==> config.mk <==
export PLATFORM = sky130hd
export DESIGN_NAME = clock_set_ctrl_flat
export DESIGN_NICKNAME = d
export VERILOG_FILES = /design/src/rtl/clock_set_ctrl_if.sv /design/src/rtl/clock_set_ctrl.sv /design/src/flat_wrapper.sv
export SDC_FILE = /design/constraint.sdc
export NUM_CORES = 1
export LEC_CHECK = 0
export BUFFER_PORTS_ARGS = -buffer_cell sky130_fd_sc_hd__buf_2
export CAP_MARGIN = 20
export CORE_MARGIN = 2
export CORE_UTILIZATION = 58
export CTS_CLUSTER_SIZE = 24
export DETAILED_ROUTE_END_ITERATION = 12
export GPL_TIMING_DRIVEN = 0
export PLACE_DENSITY = 0.82
export RECOVER_POWER = 50
export REMOVE_ABC_BUFFERS = 1
export SETUP_SLACK_MARGIN = 0.3
export SYNTH_ARGS = -nofsm -noshare
export SYNTH_HDL_FRONTEND = slang
export SYNTH_SLANG_ARGS = --single-unit
==> constraint.sdc <==
create_clock -name CLK -period 3.1 [get_ports CLK]
set_input_delay 0.31 -clock CLK [delete_from_list [all_inputs] [get_ports CLK]]
set_output_delay 0.31 -clock CLK [all_outputs]
set_load 0.005 [all_outputs]
==> src/rtl/clock_set_ctrl_if.sv <==
// Button and time-display bundle of the 24-hour clock controller.
// The front end drives BIN; the controller drives the time/edit view.
interface clock_set_ctrl_if;
    logic [2:0] BIN;
    logic [4:0] HOUR;
    logic [5:0] MIN;
    logic [5:0] SEC;
    logic [1:0] EDIT;
    logic       BLINK;
    logic       SEC_TICK;

    modport master (
        output BIN,
        input  HOUR, MIN, SEC, EDIT, BLINK, SEC_TICK
    );

    modport slave (
        input  BIN,
        output HOUR, MIN, SEC, EDIT, BLINK, SEC_TICK
    );
endinterface

==> src/rtl/clock_set_ctrl.sv <==
// 24-hour timekeeper with hour/minute set mode and half-second blink.
// Button priority is MODE > SELECT > UP; only one action per cycle.
module clock_set_ctrl #(
    parameter int HALF_DIV = 25000000
) (
    input  logic             CLK,
    input  logic             RST,
    clock_set_ctrl_if.slave  bus
);

    localparam int CW = (HALF_DIV > 1) ? $clog2(HALF_DIV) : 1;
    localparam logic [CW-1:0] LAST = CW'(HALF_DIV - 1);

    typedef enum logic [1:0] {
        RUN,
        SET_HOUR,
        SET_MIN
    } state_t;

    state_t        state;
    logic [CW-1:0] cnt;
    logic          phase;
    logic [4:0]    hour;
    logic [5:0]    min;
    logic [5:0]    sec;
    logic [1:0]    edit;
    logic          blink;
    logic          sec_tick;

    logic mode;
    logic sel;
    logic up;
    logic half;
    logic tick;

    assign mode = bus.BIN[0];
    assign sel  = bus.BIN[1];
    assign up   = bus.BIN[2];
    assign half = (cnt == LAST);
    assign tick = half & phase;

    always_ff @(posedge CLK or posedge RST) begin
        if (RST) begin
            state    <= RUN;
            cnt      <= '0;
            phase    <= 1'b0;
            hour     <= '0;
            min      <= '0;
            sec      <= '0;
            edit     <= 2'b00;
            blink    <= 1'b0;
            sec_tick <= 1'b0;
        end else begin
            sec_tick <= 1'b0;
            if (half) begin
                cnt   <= '0;
                blink <= ~blink;
                phase <= ~phase;
            end else begin
                cnt <= cnt + CW'(1);
            end
            // A mode change restarts the blink so the new field shows first
            if (mode) begin
                cnt   <= '0;
                blink <= 1'b0;
                phase <= 1'b0;
            end
            unique case (state)
                RUN: begin
                    if (mode) begin
                        state <= SET_HOUR;
                        edit  <= 2'b10;
                        sec   <= '0;
                    end else if (tick) begin
                        sec_tick <= 1'b1;
                        if (sec == 6'd59) begin
                            sec <= '0;
                            if (min == 6'd59) begin
                                min  <= '0;
                                hour <= (hour == 5'd23) ? 5'd0 : hour + 5'd1;
                            end else begin
                                min <= min + 6'd1;
                            end
                        end else begin
                            sec <= sec + 6'd1;
                        end
                    end
                end
                SET_HOUR: begin
                    if (mode) begin
                        state <= RUN;
                        edit  <= 2'b00;
                    end else if (sel) begin
                        state <= SET_MIN;
                        edit  <= 2'b01;
                    end else if (up) begin
                        hour <= (hour == 5'd23) ? 5'd0 : hour + 5'd1;
                    end
                end
                SET_MIN: begin
                    if (mode) begin
                        state <= RUN;
                        edit  <= 2'b00;
                    end else if (sel) begin
                        state <= SET_HOUR;
                        edit  <= 2'b10;
                    end else if (up) begin
                        min <= (min == 6'd59) ? 6'd0 : min + 6'd1;
                    end
                end
                default: begin
                    state <= RUN;
                    edit  <= 2'b00;
                end
            endcase
        end
    end

    assign bus.HOUR     = hour;
    assign bus.MIN      = min;
    assign bus.SEC      = sec;
    assign bus.EDIT     = edit;
    assign bus.BLINK    = blink;
    assign bus.SEC_TICK = sec_tick;

endmodule

==> src/flat_wrapper.sv <==
// flat-port wrapper written by rule: the top's interface ports become plain ports
module clock_set_ctrl_flat 
#(
    parameter int HALF_DIV = 25000000
)
  (CLK, RST, bus_BIN, bus_HOUR, bus_MIN, bus_SEC, bus_EDIT, bus_BLINK, bus_SEC_TICK);
  clock_set_ctrl_if bus_i ();
  input  logic CLK;
  input  logic RST;
  input wire logic [$bits(bus_i.BIN)-1:0] bus_BIN;
  output wire logic [$bits(bus_i.HOUR)-1:0] bus_HOUR;
  output wire logic [$bits(bus_i.MIN)-1:0] bus_MIN;
  output wire logic [$bits(bus_i.SEC)-1:0] bus_SEC;
  output wire logic [$bits(bus_i.EDIT)-1:0] bus_EDIT;
  output wire logic [$bits(bus_i.BLINK)-1:0] bus_BLINK;
  output wire logic [$bits(bus_i.SEC_TICK)-1:0] bus_SEC_TICK;
  assign bus_i.BIN = bus_BIN;
  assign bus_HOUR = bus_i.HOUR;
  assign bus_MIN = bus_i.MIN;
  assign bus_SEC = bus_i.SEC;
  assign bus_EDIT = bus_i.EDIT;
  assign bus_BLINK = bus_i.BLINK;
  assign bus_SEC_TICK = bus_i.SEC_TICK;
  clock_set_ctrl #(.HALF_DIV(HALF_DIV)) u_core (.CLK(CLK), .RST(RST), .bus(bus_i));
endmodule
* Yosys cells after proc, flatten, opt, wreduce, memory -nomap -nowiden
Index checks and enable logic that the tools add are counted.
** Word-level totals
- Bits of input ports :: 5
- Flip-flop bits (word level) :: 49
- Output and inout bits :: 21
- Word-level logic and storage cells :: 81
** Operators by class
- Reductions and logical operators :: 9
- Muxes and demuxes :: 37
- Equality and inequality tests :: 19
- Add/sub/neg operators :: 4
- Bitwise gates (word level) :: 3
** Operators by type and width (number)
- $mux 6 :: 10
- $mux 25 :: 2
- $mux 5 :: 8
- $add 25x1->25 const B :: 1
- $eq 25x25->1 const B :: 1
- $ne 2x2->1 const B :: 8
- $add 6x1->6 const B :: 2
- $eq 6x6->1 const B :: 2
- $mux 2 :: 6
- $pmux 2 s3 :: 2
- $pmux 6 s2 :: 1
- $pmux 5 s2 :: 1
- $reduce_and 8->1 :: 1
- $reduce_bool 2->1 :: 4
- $mux 1 :: 7
- $reduce_and 7->1 :: 1
- $ne 2x1->1 const B :: 3
- $ne 3x3->1 const B :: 2
- $add 5x1->5 const B :: 1
- $eq 5x5->1 const B :: 1
- $reduce_and 3->1 :: 1
- $eq 2x1->1 const B :: 1
- $eq 2x2->1 const B :: 1
- $logic_not 2->1 :: 1
- other kinds (3) :: 4

* Depth between registers and ports, before layout
Gate-level depths: netlist of run 1.
- Word-level depth :: 7
- Mapped depth :: 8
- Depth with buffers taken out :: 6

* Worst setup path before layout of run 1
Ideal clock, no wire load.
- Kind :: register to register
- From :: register u_core.cnt[7]
- To :: register u_core.sec[5] (netlist: u_core.bus.SEC[5])
- Period minus slack after synthesis :: 2.303 ns
- Cell stages (with the launch flop) :: 7
- Setup time :: 0.104 ns
- Data arrival time :: 2.199 ns
- Path slack :: 0.797 ns
- Data required time :: 2.996 ns
- Buffers on the path :: 1
- Cells stage by stage :: dfrtp_1 > or3_1 > or4_1 > buf_2 > or3_4 > or4_1 > o311ai_1
** On the way
- Longest elaborated chain between the ends :: 4
** Ends and longest elaborated chain
- start, declared :: RTL line clock_set_ctrl.sv:21 : logic [CW-1:0] cnt;
- start signal, assigned :: RTL line clock_set_ctrl.sv:60 : cnt <= cnt + CW'(1);
- $eq 25x25->1 :: RTL line clock_set_ctrl.sv:39 : assign half = (cnt == LAST);
- $and 1x1->1 :: RTL line clock_set_ctrl.sv:40 : assign tick = half & phase;
- $reduce_bool 2->1 (no line)
- $reduce_and 2->1 (no line)
- end signal, assigned :: RTL line clock_set_ctrl.sv:85 : sec <= sec + 6'd1;
- end, declared :: RTL line clock_set_ctrl.sv:25 : logic [5:0] sec;
Every way passes these cells.
A chain may end at the register's enable or synchronous reset.

* Worst setup path after layout of run 1
Same ends and word-level chain as after synthesis.

==> results.yml, run 1 <==
setup_path:
  start_kind: "register"
  timing.rr.start: "u_core.cnt[7]"
  worst_setup_path_end_kind: "register"
  required_ns: 3.30
  r2r_setup_slack_ns: 0.65
  r2r-end: "u_core.bus.SEC[5]"
  r2r_cells: 5
  arrival_ns: 2.66
  cp_max_fo: 6
  crit_type: "register to register"
power:
  switching_share_pct: 26.8
  p_per_area_mw_per_mm2: 433
  ir_worst_vdd_v: 0.000353
  leakage_nw: 1.19
  p_sw_w: 0.000320
  internal-power_w: 0.000873
  power.share.sequential_pct: 57.9
  p_comb_share_pct: 12.1
  design_power_total_w: 0.00119
  clkPwrFrac_pct: 30.1
timing:
  fin_crit_ns: 2.45
  whs_ns: 0.316
  tns_ns: 0
  fmax_ghz: 0.407
  rsz0062_at_grt: "no"
  fin_crit_sh_pct: 79.2
  timing.slew.headroom_pct: 29.8
  hold_viol_final: 0
  setup_violations: 0
  drv_slew: 0
  skew_ns: 0.0126
  tightest_slew_ns: 1.04
drt:
  wl_per_cell_um: 13.8
  dr.pass1.iters: 4
  ant_nets: 0
  drc: 0
  vias: 1980
  first_iter_violations: 146
  routed_wl_um: 4700
  viasPerCell: 5.82
floorplan:
  fp.dieH_um: 69.6
  rows: 23
  core-area_mm2: 0.00406
  dieArea_mm2: 0.00484
  ioPinCount: 26
  start_util_pct: 61.4
  die_w_um: 69.6
clocking:
  cts_setup_buffers: 0
  numCtsBuffers: 5
  h-tree-depth: 2
  cts_num_sinks: 47
  cts_buffer_depth: 2
  hold_buffers: 1
  clk_pin_slew_ns: 0.08
  cts_root_buffer: "clkbuf_8"
  clock_latency_ns: 0.30
  cts_resized: 0
  cts_tree: "built"
placement:
  place.port_buffers: 25
  place.gp.congestion: 0.856
  dpl.hpwl_um: 3260
hold_path:
  hold_depth: 3
  min_to: "u_core.state[0]"
  min_from: "bus_BIN[1]"
  min_path_type: "input port to register"
final_layout:
  diodes: 0
  final_core_util_pct: 67.9
  drive_gt1_share_pct: 14.8
  syn2layout_area_growth_pct: 10.5
  fin_nets: 298
job:
  drv_cap: 0
yosys:
  synth_seq_cells: 47
  synth_top_area_share_pct: 47.2
  syn_area_per_cell_um2: 9.44
  synthCells: 264
  syn-cell-area_mm2: 0.00249
  synthTopCellsByArea: "dfrtp_1 47%, nor2_1 7.2%, xor2_1 5.3%"
  yosysUniqueCellTypes: 45
  yosysWarnings: 0
  yosysSeqAreaShare_pct: 47.2
  yosys.area.top_type: "dfrtp_1"
global_routing:
  grt_max_degree: 45
  antenna_found_initial: 0
  grt_pass1_vias: 1821
  track_usage_pct: 20.5
  grt_pass1_wl_um: 7980
  grt-ovfl-total: 0
status:
  outcome: "finished clean"
-- how the worst max path moves through the flow --
stage / start / end / slack, ns / cells past startpoint
final: u_core.cnt[7] / u_core.bus.SEC[5] / 0.65 / 5
after global routing: u_core.cnt[7] / u_core.cnt[12] / 0.48 / 5
after CTS: u_core.cnt[7] / u_core.bus.SEC[5] / 0.64 / 5
after detailed placement: u_core.cnt[8] / u_core.bus.SEC[5] / 0.67 / 5
after global placement: u_core.cnt[7] / u_core.bus.SEC[5] / 0.70 / 5
after floorplan: u_core.cnt[7] / u_core.bus.SEC[3] / 0.81 / 5
-- synthesized netlist by cell type (all sizes together) --
| master | n |
|---|---|
| nand3 | 21 |
| o211ai | 2 |
| and2 | 1 |
| nand2 | 15 |
| xnor2 | 11 |
| mux2i | 1 |
| nor2 | 48 |
| or2 | 4 |
| nand4b | 1 |
| dfrtp | 47 |
| a21boi | 1 |
| nor3b | 1 |
| and3 | 7 |
| a22oi | 3 |
| a31oi | 2 |
| buf | 5 |
| nor2b | 4 |
| a221o | 1 |
| inv | 7 |
| mux2 | 7 |
| nand2b | 2 |
| o32ai | 1 |
| o311ai | 5 |
| clkbuf | 4 |
| a21oi | 3 |
| o31ai | 1 |
| nor4b | 2 |
| or4 | 3 |
| or3 | 2 |
| o2111ai | 2 |
| o41a | 1 |
| nor4 | 4 |
| nand3b | 1 |
| ha | 4 |
| nor3 | 8 |
| and4 | 1 |
| xor2 | 15 |
| o21ai | 6 |
| o41ai | 2 |
| nand4 | 8 |
-- final cells by class --
type	count	area, um2
fill	326	1300
inverter	7	26.3
clock buffer	6	72.6
multi-input combinational	201	1250
tap	50	62.6
timing repair buffer	27	153
sequential	47	1180
clock inverter	2	12.5
-- per-layer routing --
metal  vias up  share of wire [%]  track usage, %
met5         -                  0               0
met2        45                 49            33.3
met4         0                1.7            9.15
li1        988                  -               -
met3         8                4.3            5.09
met1       939                 45            25.9
-- registers in the layout, summed over array words and instances, names as in the netlist --
signal,flops
u_core.bus.SEC,6
u_core.state,1
u_core.bus.BLINK,1
u_core.cnt,25
u_core.phase,1
u_core.bus.SEC_TICK,1
u_core.bus.MIN,6
u_core.bus.HOUR,5
u_core.bus.EDIT,1
-- cell usage in the layout, fill, tap and decap left out, drive strengths merged, types with 3 or more instances in the layout --
| cell | n |
|---|---|
| a21oi | 3 |
| nor2b | 4 |
| nor4 | 4 |
| mux2 | 7 |
| or4 | 3 |
| o21ai | 6 |
| clkbuf | 8 |
| buf | 24 |
| xnor2 | 11 |
| nand3 | 21 |
| or2 | 4 |
| a22oi | 3 |
| inv | 7 |
| o311ai | 5 |
| nor3 | 8 |
| and3 | 7 |
| nand4 | 8 |
| ha | 4 |
| nor2 | 48 |
| xor2 | 15 |
| nand2 | 15 |
| dfrtp | 47 |
-- power by group through the flow --
stage	sequential [W]	clock, W	combinational, W
2_1_floorplan	0.000700	0	0.0000836
3_3_place_gp	0.000700	0	0.000138
3_5_place_dp	0.000702	0	0.000147
4_1_cts	0.000691	0.000368	0.000149
5_1_grt	0.000700	0.000394	0.000166
6_report	0.000691	0.000359	0.000144
-- metrics by stage --
stage	instances	instance area, um2	setup WS, ns
5_1_grt	340	2750	0.480
2_1_floorplan	255	2450	0.806
6_report	340	2750	0.645
3_3_place_gp	330	2640	0.703
4_1_cts	340	2760	0.643
3_5_place_dp	331	2660	0.672
-- kinds of logic (layout without fill, tap and decap cells) --
kind of cell | Yosys count | in the layout | synth area share (%)
AND/OR/NAND/NOR | 133 | 133 | 26.7
flip-flops | 47 | 47 | 47.2
AO/OA/AOI/OAI | 30 | 30 | 8.79
XOR/XNOR | 26 | 26 | 9.14
buffers and inverters | 16 | 42 | 2.61
multiplexers | 8 | 8 | 3.56
adder cells (fa/ha/maj) | 4 | 4 | 2.01
-- worst max-delay path, cell delays in order, from the launching register on --
cell	delay, ns
dfrtp_1	0.41
or3_1	0.36
or4_1	0.53
or3_4	0.47
or4_1	0.49
o311ai_1	0.10
Note: power is estimated with default switching activity, not from simulation.
==> inputs of run 2 (changes only) <==
--- a/config.mk
+++ b/config.mk
@@ -5,14 +5,15 @@
 export SDC_FILE = /design/constraint.sdc
 export NUM_CORES = 1
 export LEC_CHECK = 0
+export ABC_AREA = 1
 export BUFFER_PORTS_ARGS = -buffer_cell sky130_fd_sc_hd__buf_2
 export CAP_MARGIN = 20
 export CORE_MARGIN = 2
-export CORE_UTILIZATION = 58
+export CORE_UTILIZATION = 53
 export CTS_CLUSTER_SIZE = 24
 export DETAILED_ROUTE_END_ITERATION = 12
 export GPL_TIMING_DRIVEN = 0
-export PLACE_DENSITY = 0.82
+export PLACE_DENSITY = 0.78
 export RECOVER_POWER = 50
 export REMOVE_ABC_BUFFERS = 1
 export SETUP_SLACK_MARGIN = 0.3
==> constraint.sdc (replaced) <==
create_clock -name CLK -period 1.97 [get_ports CLK]
set_input_delay 0.197 -clock CLK [delete_from_list [all_inputs] [get_ports CLK]]
set_output_delay 0.197 -clock CLK [all_outputs]
set_load 0.005 [all_outputs]
==> run 2 against run 1 <==
Effect of this change:
- utilization decreased by 1.4 points
- combinational power increased to 6.1 times the previous value
- via count up 29%
- synthesized area grew 9.3%
- global-route usage grew 1.3 points
- largest power group unchanged
==> results.yml, run 2 <==
setup_path:
  cpMaxStageDelayCell: "dfrtp_1"
  crit_top_cell: "nand3_1"
  cp_slowest_stage_delay_ns: 0.46
  worst_setup_path_end_kind: "register"
  start_kind: "register"
  cp_max_fo: 5
  crit_chain: "ha_2 > nand3_1 > nor3_4 > inv_1 > a21oi_4 > buf_4 > nand3_1 > nand2_1"
  r2r_cells: 8
  cp_num_buf_inv: 2
  arrival_ns: 1.98
  crit_family: "simple AND/OR/NAND/NOR gates"
  required_ns: 2.21
  cp_num_cells: 8
  crit_type: "register to register"
  r2r_setup_slack_ns: 0.23
final_layout:
  nFillCells: 426
  fin_nets: 422
  layout_common_cells: "72 x nand2_1, 47 x dfrtp_1, 44 x nor2_1, 42 x inv_1, 30 x nand3_1"
  syn2layout_area_growth_pct: 23.0
  regMostFlops: "u_core.cnt"
  fin_cells: 483
  drive_gt1_share_pct: 25.7
  diodes: 0
  final_common_cell: "nand2_1"
  largest_register_ffs: 25
  final_core_util_pct: 66.5
clocking:
  clock_latency_ns: 0.30
  h-tree-depth: 2
  cts_tree: "built"
  cts_buffer_depth: 2
  cts_num_sinks: 47
  clk_pin_slew_ns: 0.08
  cts_root_buffer: "clkbuf_8"
  numCtsBuffers: 5
drt:
  viasPerCell: 5.27
  wl_per_cell_um: 13.0
  ant_nets: 0
  dr.pass1.iters: 4
  routed_wl_um: 6270
  vias: 2546
  first_iter_violations: 129
  drc: 0
floorplan:
  ioPinCount: 26
  die_w_um: 75.7
  rows: 26
  dieArea_mm2: 0.00573
  start_util_pct: 54.0
  core-area_mm2: 0.00504
  fp.dieH_um: 75.7
power:
  p_comb_share_pct: 32.4
  p_per_area_mw_per_mm2: 807
  switching_share_pct: 36.4
  internal-power_w: 0.00172
  design_power_total_w: 0.00271
  ir_worst_vdd_v: 0.000458
  leakage_nw: 1.59
  p_sw_w: 0.000986
  power.share.sequential_pct: 45.9
  clkPwrFrac_pct: 21.8
yosys:
  synthTopCellsByCount: "86 x nand2_1, 50 x nor2_1, 47 x dfrtp_1, 42 x inv_1, 35 x nand3_1"
  syn-cell-area_mm2: 0.00273
  synth_edf_count: 0
  yosysMostFrequentCell: "nand2_1"
  synth_seq_cells: 47
  yosysWarnings: 0
  syn_area_per_cell_um2: 7.55
  synthCells: 361
  yosys.area.top_type: "dfrtp_1"
  synth_top_area_share_pct: 43.2
  yosysUniqueCellTypes: 32
  synthTopCellsByArea: "dfrtp_1 43%, nand2_1 12%, nor2_1 6.9%"
  synth_ff_type: "dfrtp_1"
  yosysSeqAreaShare_pct: 43.2
  synthArstFlopShare_pct: 100
timing:
  tightest_slew_ns: 0.770
  rsz0062_at_grt: "yes"
  whs_ns: 0.126
  tns_ns: 0
  skew_ns: 0.00789
  fin_crit_sh_pct: 88.3
  drv_slew: 0
  setup_violations: 0
  fin_crit_ns: 1.74
  fmax_ghz: 0.575
  hold_viol_final: 0
  timing.slew.headroom_pct: 48.6
global_routing:
  antenna_found_initial: 0
  grt_pass1_vias: 2187
  grt_pass1_wl_um: 9490
  track_usage_pct: 21.8
  grt-ovfl-total: 0
  grt_max_degree: 30
placement:
  place.port_buffers: 25
  placed_cells: 452
  dpl.hpwl_um: 4120
  place.gp.congestion: 0.850
job:
  drv_cap: 0
status:
  outcome: "finished clean"
hold_path:
  min_path_type: "input port to register"
  hold_depth: 2
-- run 2: cell count changes after synthesis, sizes merged, moves of 7 or more --
cell	before	now
nor2	48	60
mux2	7	0
nand3	21	35
inv	7	43
xnor2	11	2
xor2	15	8
nand2	15	98
a21oi	3	20
-- run 2: what timing repair did --
action                                  in CTS  in global routing
endpoints found under the setup margin      31                 27
hold endpoints to repair                    18                  0
resized for setup                           11                 31
buffers inserted                            10                 13
hold buffers                                 1                  0
pin swaps                                   11                 19
-- run 2: worst paths after layout --
check                                    from            endpoint
max in group asynchronous                 RST       u_core.cnt[4]
min in group asynchronous                 RST   u_core.bus.MIN[4]
min reg2reg                u_core.bus.HOUR[4]  u_core.bus.HOUR[4]
min                                bus_BIN[1]     u_core.state[0]
max                         u_core.bus.MIN[0]  u_core.bus.HOUR[3]
max reg2reg                 u_core.bus.MIN[0]  u_core.bus.HOUR[3]
-- run 2: power groups by stage --
stage	Clock [W]	Combinational, W	Sequential [W]
global route	0.000635	0.000989	0.00126
CTS	0.000607	0.000786	0.00123
floorplan	0	0.000443	0.00123
global placement	0	0.000641	0.00123
detailed placement	0	0.000675	0.00124
finish	0.000589	0.000876	0.00124
-- run 2: through the flow --
step	worst slack [ns]	cell area, um2
floorplan	0.265	2690
global placement	-0.0183	2900
detailed placement	-0.0719	2920
CTS	0.270	3150
global route	0.143	3350
finish	0.230	3350
-- run 2: cell type report --
cell class,count,area (um2),share of cell area (%)
clock buffer,6,82.6,2.46
clock inverter,1,5.00,0.149
multi-input combinational,266,1500,44.7
timing repair buffer,50,340,10.1
inverter,43,161,4.81
tap,70,87.6,2.61
sequential,47,1180,35.1
-- run 2: per-layer routing --
metal | vias up | wire length [um] | track usage [%]
met5 | - | 0 | 0
met4 | 0 | 70 | 6.63
met3 | 7 | 249 | 4.10
met2 | 64 | 3290 | 37.2
met1 | 1216 | 2670 | 28.3
li1 | 1259 | - | -
-- run 2: cells by family after synthesis --
logic type,count (synthesis),synth area share [%]
xor gates and xnor gates,10,3.21
and+or+nand+nor,216,36.2
adders and majority gates,4,1.84
DFF,47,43.2
AOI/OAI and AO/OA,36,8.36
buffers and inverters,48,7.21
-- run 2: worst reg2reg max path, stage by stage (launching register included) --
cell and delay, ns:
dfrtp_1 0.46, ha_2 0.24, nand3_1 0.14, nor3_4 0.22, inv_1 0.12, a21oi_4 0.22, buf_4 0.16, nand3_1 0.07
nand2_1 0.06
==> inputs of run 3 (changes only) <==
--- a/config.mk
+++ b/config.mk
@@ -13,7 +13,7 @@
 export CTS_CLUSTER_SIZE = 24
 export DETAILED_ROUTE_END_ITERATION = 12
 export GPL_TIMING_DRIVEN = 0
-export PLACE_DENSITY = 0.78
+export PLACE_DENSITY = 0.75
 export RECOVER_POWER = 50
 export REMOVE_ABC_BUFFERS = 1
 export SETUP_SLACK_MARGIN = 0.3
==> run 3 against run 2 <==
Effect of this change:
- combinational power up 12%
- non-clock buffer count up 6
- global-route usage down 0.82 points
- sequential cell count unchanged
- register-to-register slack better by 0.07 ns
- clock power up 22%
- sequential share of layout area down 0.76 points
==> results.yml, run 3 (synthesis results as in run 2) <==
floorplan:
  die_w_um: 75.7
  rows: 26
  core-area_mm2: 0.00504
  ioPinCount: 26
  dieArea_mm2: 0.00573
  start_util_pct: 54.0
  fp.dieH_um: 75.7
hold_path:
  min_from: "bus_BIN[1]"
  min_path_type: "input port to register"
placement:
  place.port_buffers: 25
  dpl.hpwl_um: 3950
  dp_slack_ns: -0.0355
  place.gp.congestion: 0.875
  placed_area_mm2: 0.00292
drt:
  ant_nets: 0
  first_iter_violations: 120
  wl_per_cell_um: 12.7
  vias: 2523
  dr.pass1.iters: 4
  routed_wl_um: 6230
  drc: 0
  viasPerCell: 5.15
job:
  drv_cap: 0
timing:
  setup_violations: 0
  fin_crit_sh_pct: 84.6
  rsz0062_at_grt: "yes"
  hold_viol_final: 0
  skew_ns: 0.00690
  timing.slew.headroom_pct: 75.7
  worst_slack_ns: 0.303
  fmax_ghz: 0.600
  drv_slew: 0
  tightest_slew_ns: 0.364
  tns_ns: 0
  fin_crit_ns: 1.67
clocking:
  clk_pin_slew_ns: 0.09
  cts_num_sinks: 47
  cts_buffer_depth: 2
  cts_tree: "built"
  clock_latency_ns: 0.31
  numCtsBuffers: 5
  cts_root_buffer: "clkbuf_8"
  h-tree-depth: 2
global_routing:
  grt_pass1_vias: 2087
  grt-ovfl-total: 0
  grt_pass1_wl_um: 9140
  grt_max_degree: 43
  antenna_found_initial: 0
  track_usage_pct: 21.0
setup_path:
  timing.rr.start: "u_core.cnt[0]"
  cpMaxStageDelayCell: "dfrtp_1"
  cp_max_fo: 5
  worst_setup_path_end_kind: "register"
  cp_slowest_stage_delay_ns: 0.40
  crit_type: "register to register"
  startpoint: "u_core.cnt[0]"
  arrival_ns: 1.92
  required_ns: 2.22
  crit_chain: "ha_4 > nand2_4 > nor2_4 > nand2_2 > nor2_4 > nand4_1 > nand2_4 > buf_4 > nand3_1 > nand2_1"
  start_kind: "register"
final_layout:
  largest_register_ffs: 25
  diodes: 0
  nFillCells: 401
  fin_nets: 428
  syn2layout_area_growth_pct: 25.9
  drive_gt1_share_pct: 25.7
  final_common_cell: "nand2_1"
  stdcell_area_mm2: 0.00343
  final_core_util_pct: 68.0
  layout_common_cells: "75 x nand2_1, 46 x nor2_1, 46 x dfrtp_1, 42 x inv_1, 34 x nand3_1"
  regMostFlops: "u_core.cnt"
power:
  ir_worst_vdd_v: 0.000521
  p_per_area_mw_per_mm2: 858
  design_power_total_w: 0.00294
  leakage_nw: 1.64
status:
  outcome: "finished clean"
-- run 3: cell types whose count changed in the layout (fill, tap and decap cells not counted), moves of 2 or more --
cell     change
nor2_1       +2
nand2_1      +3
o21ai_0      -3
ha_4         +2
nand2_2      -5
o21ai_1      +2
buf_4        +4
nand3_2      -3
nand2_4      +2
nand3_1      +4
buf_6        +2
-- run 3: routing by layer --
metal	track usage, %	vias up	share of wire (%)
met2	33.1	63	51
met5	0	-	0
met3	4.10	13	4.1
met1	28.1	1171	43
li1	-	1276	-
met4	9.55	0	2.3
-- run 3: power by group --
part           switching (W)  internal, W  total (W)  leakage (nW)
sequential          0.000174      0.00107    0.00125         0.640
combinational       0.000526     0.000452   0.000977         0.944
clock               0.000340     0.000378   0.000718        0.0581
-- run 3: area by class of cell --
class / instances / area [um2] / share of cell area (%)
multi-input combinational: 266 / 1500 / 43.7
sequential: 47 / 1180 / 34.3
timing repair buffer: 56 / 392 / 11.4
inverter: 43 / 161 / 4.70
tap: 70 / 87.6 / 2.55
clock buffer: 5 / 68.8 / 2.01
clock inverter: 3 / 43.8 / 1.28
-- run 3: timing repair --
action                                  in CTS  in global routing
pin swaps                                    7                 18
setup buffers                               10                 19
gates cloned                                 0                  0
gates resized for setup                      7                 38
hold buffers                                 1                  0
endpoints found under the setup margin      31                 35
hold endpoints to repair                     5                  0
-- run 3: worst paths after layout --
path,end,slack [ns],cells past startpoint
max in group asynchronous,u_core.cnt[4],1.07,4
worst min-delay path,u_core.state[0],0.13,2
worst max register to register,u_core.bus.MIN[2],0.30,10
worst max-delay path,u_core.bus.MIN[2],0.30,10
min in group asynchronous,u_core.bus.MIN[5],0.37,3
worst min register to register,u_core.bus.HOUR[4],0.51,2
-- run 3: through the flow --
step                      hold slack [ns]  instances
final                               0.127        490
after global routing                0.126        490
after CTS                           0.104        471
after detailed placement            0.102        452
after global placement              0.437        451
after floorplan                     0.262        356
-- run 3: worst max-delay path, delay by kind of cell, from the launching register on --
kind / cells / cell delay (ns)
adders and majority gates: 1 / 0.16
buffers and inverters: 1 / 0.14
DFF: 1 / 0.40
and+or+nand+nor: 8 / 0.90
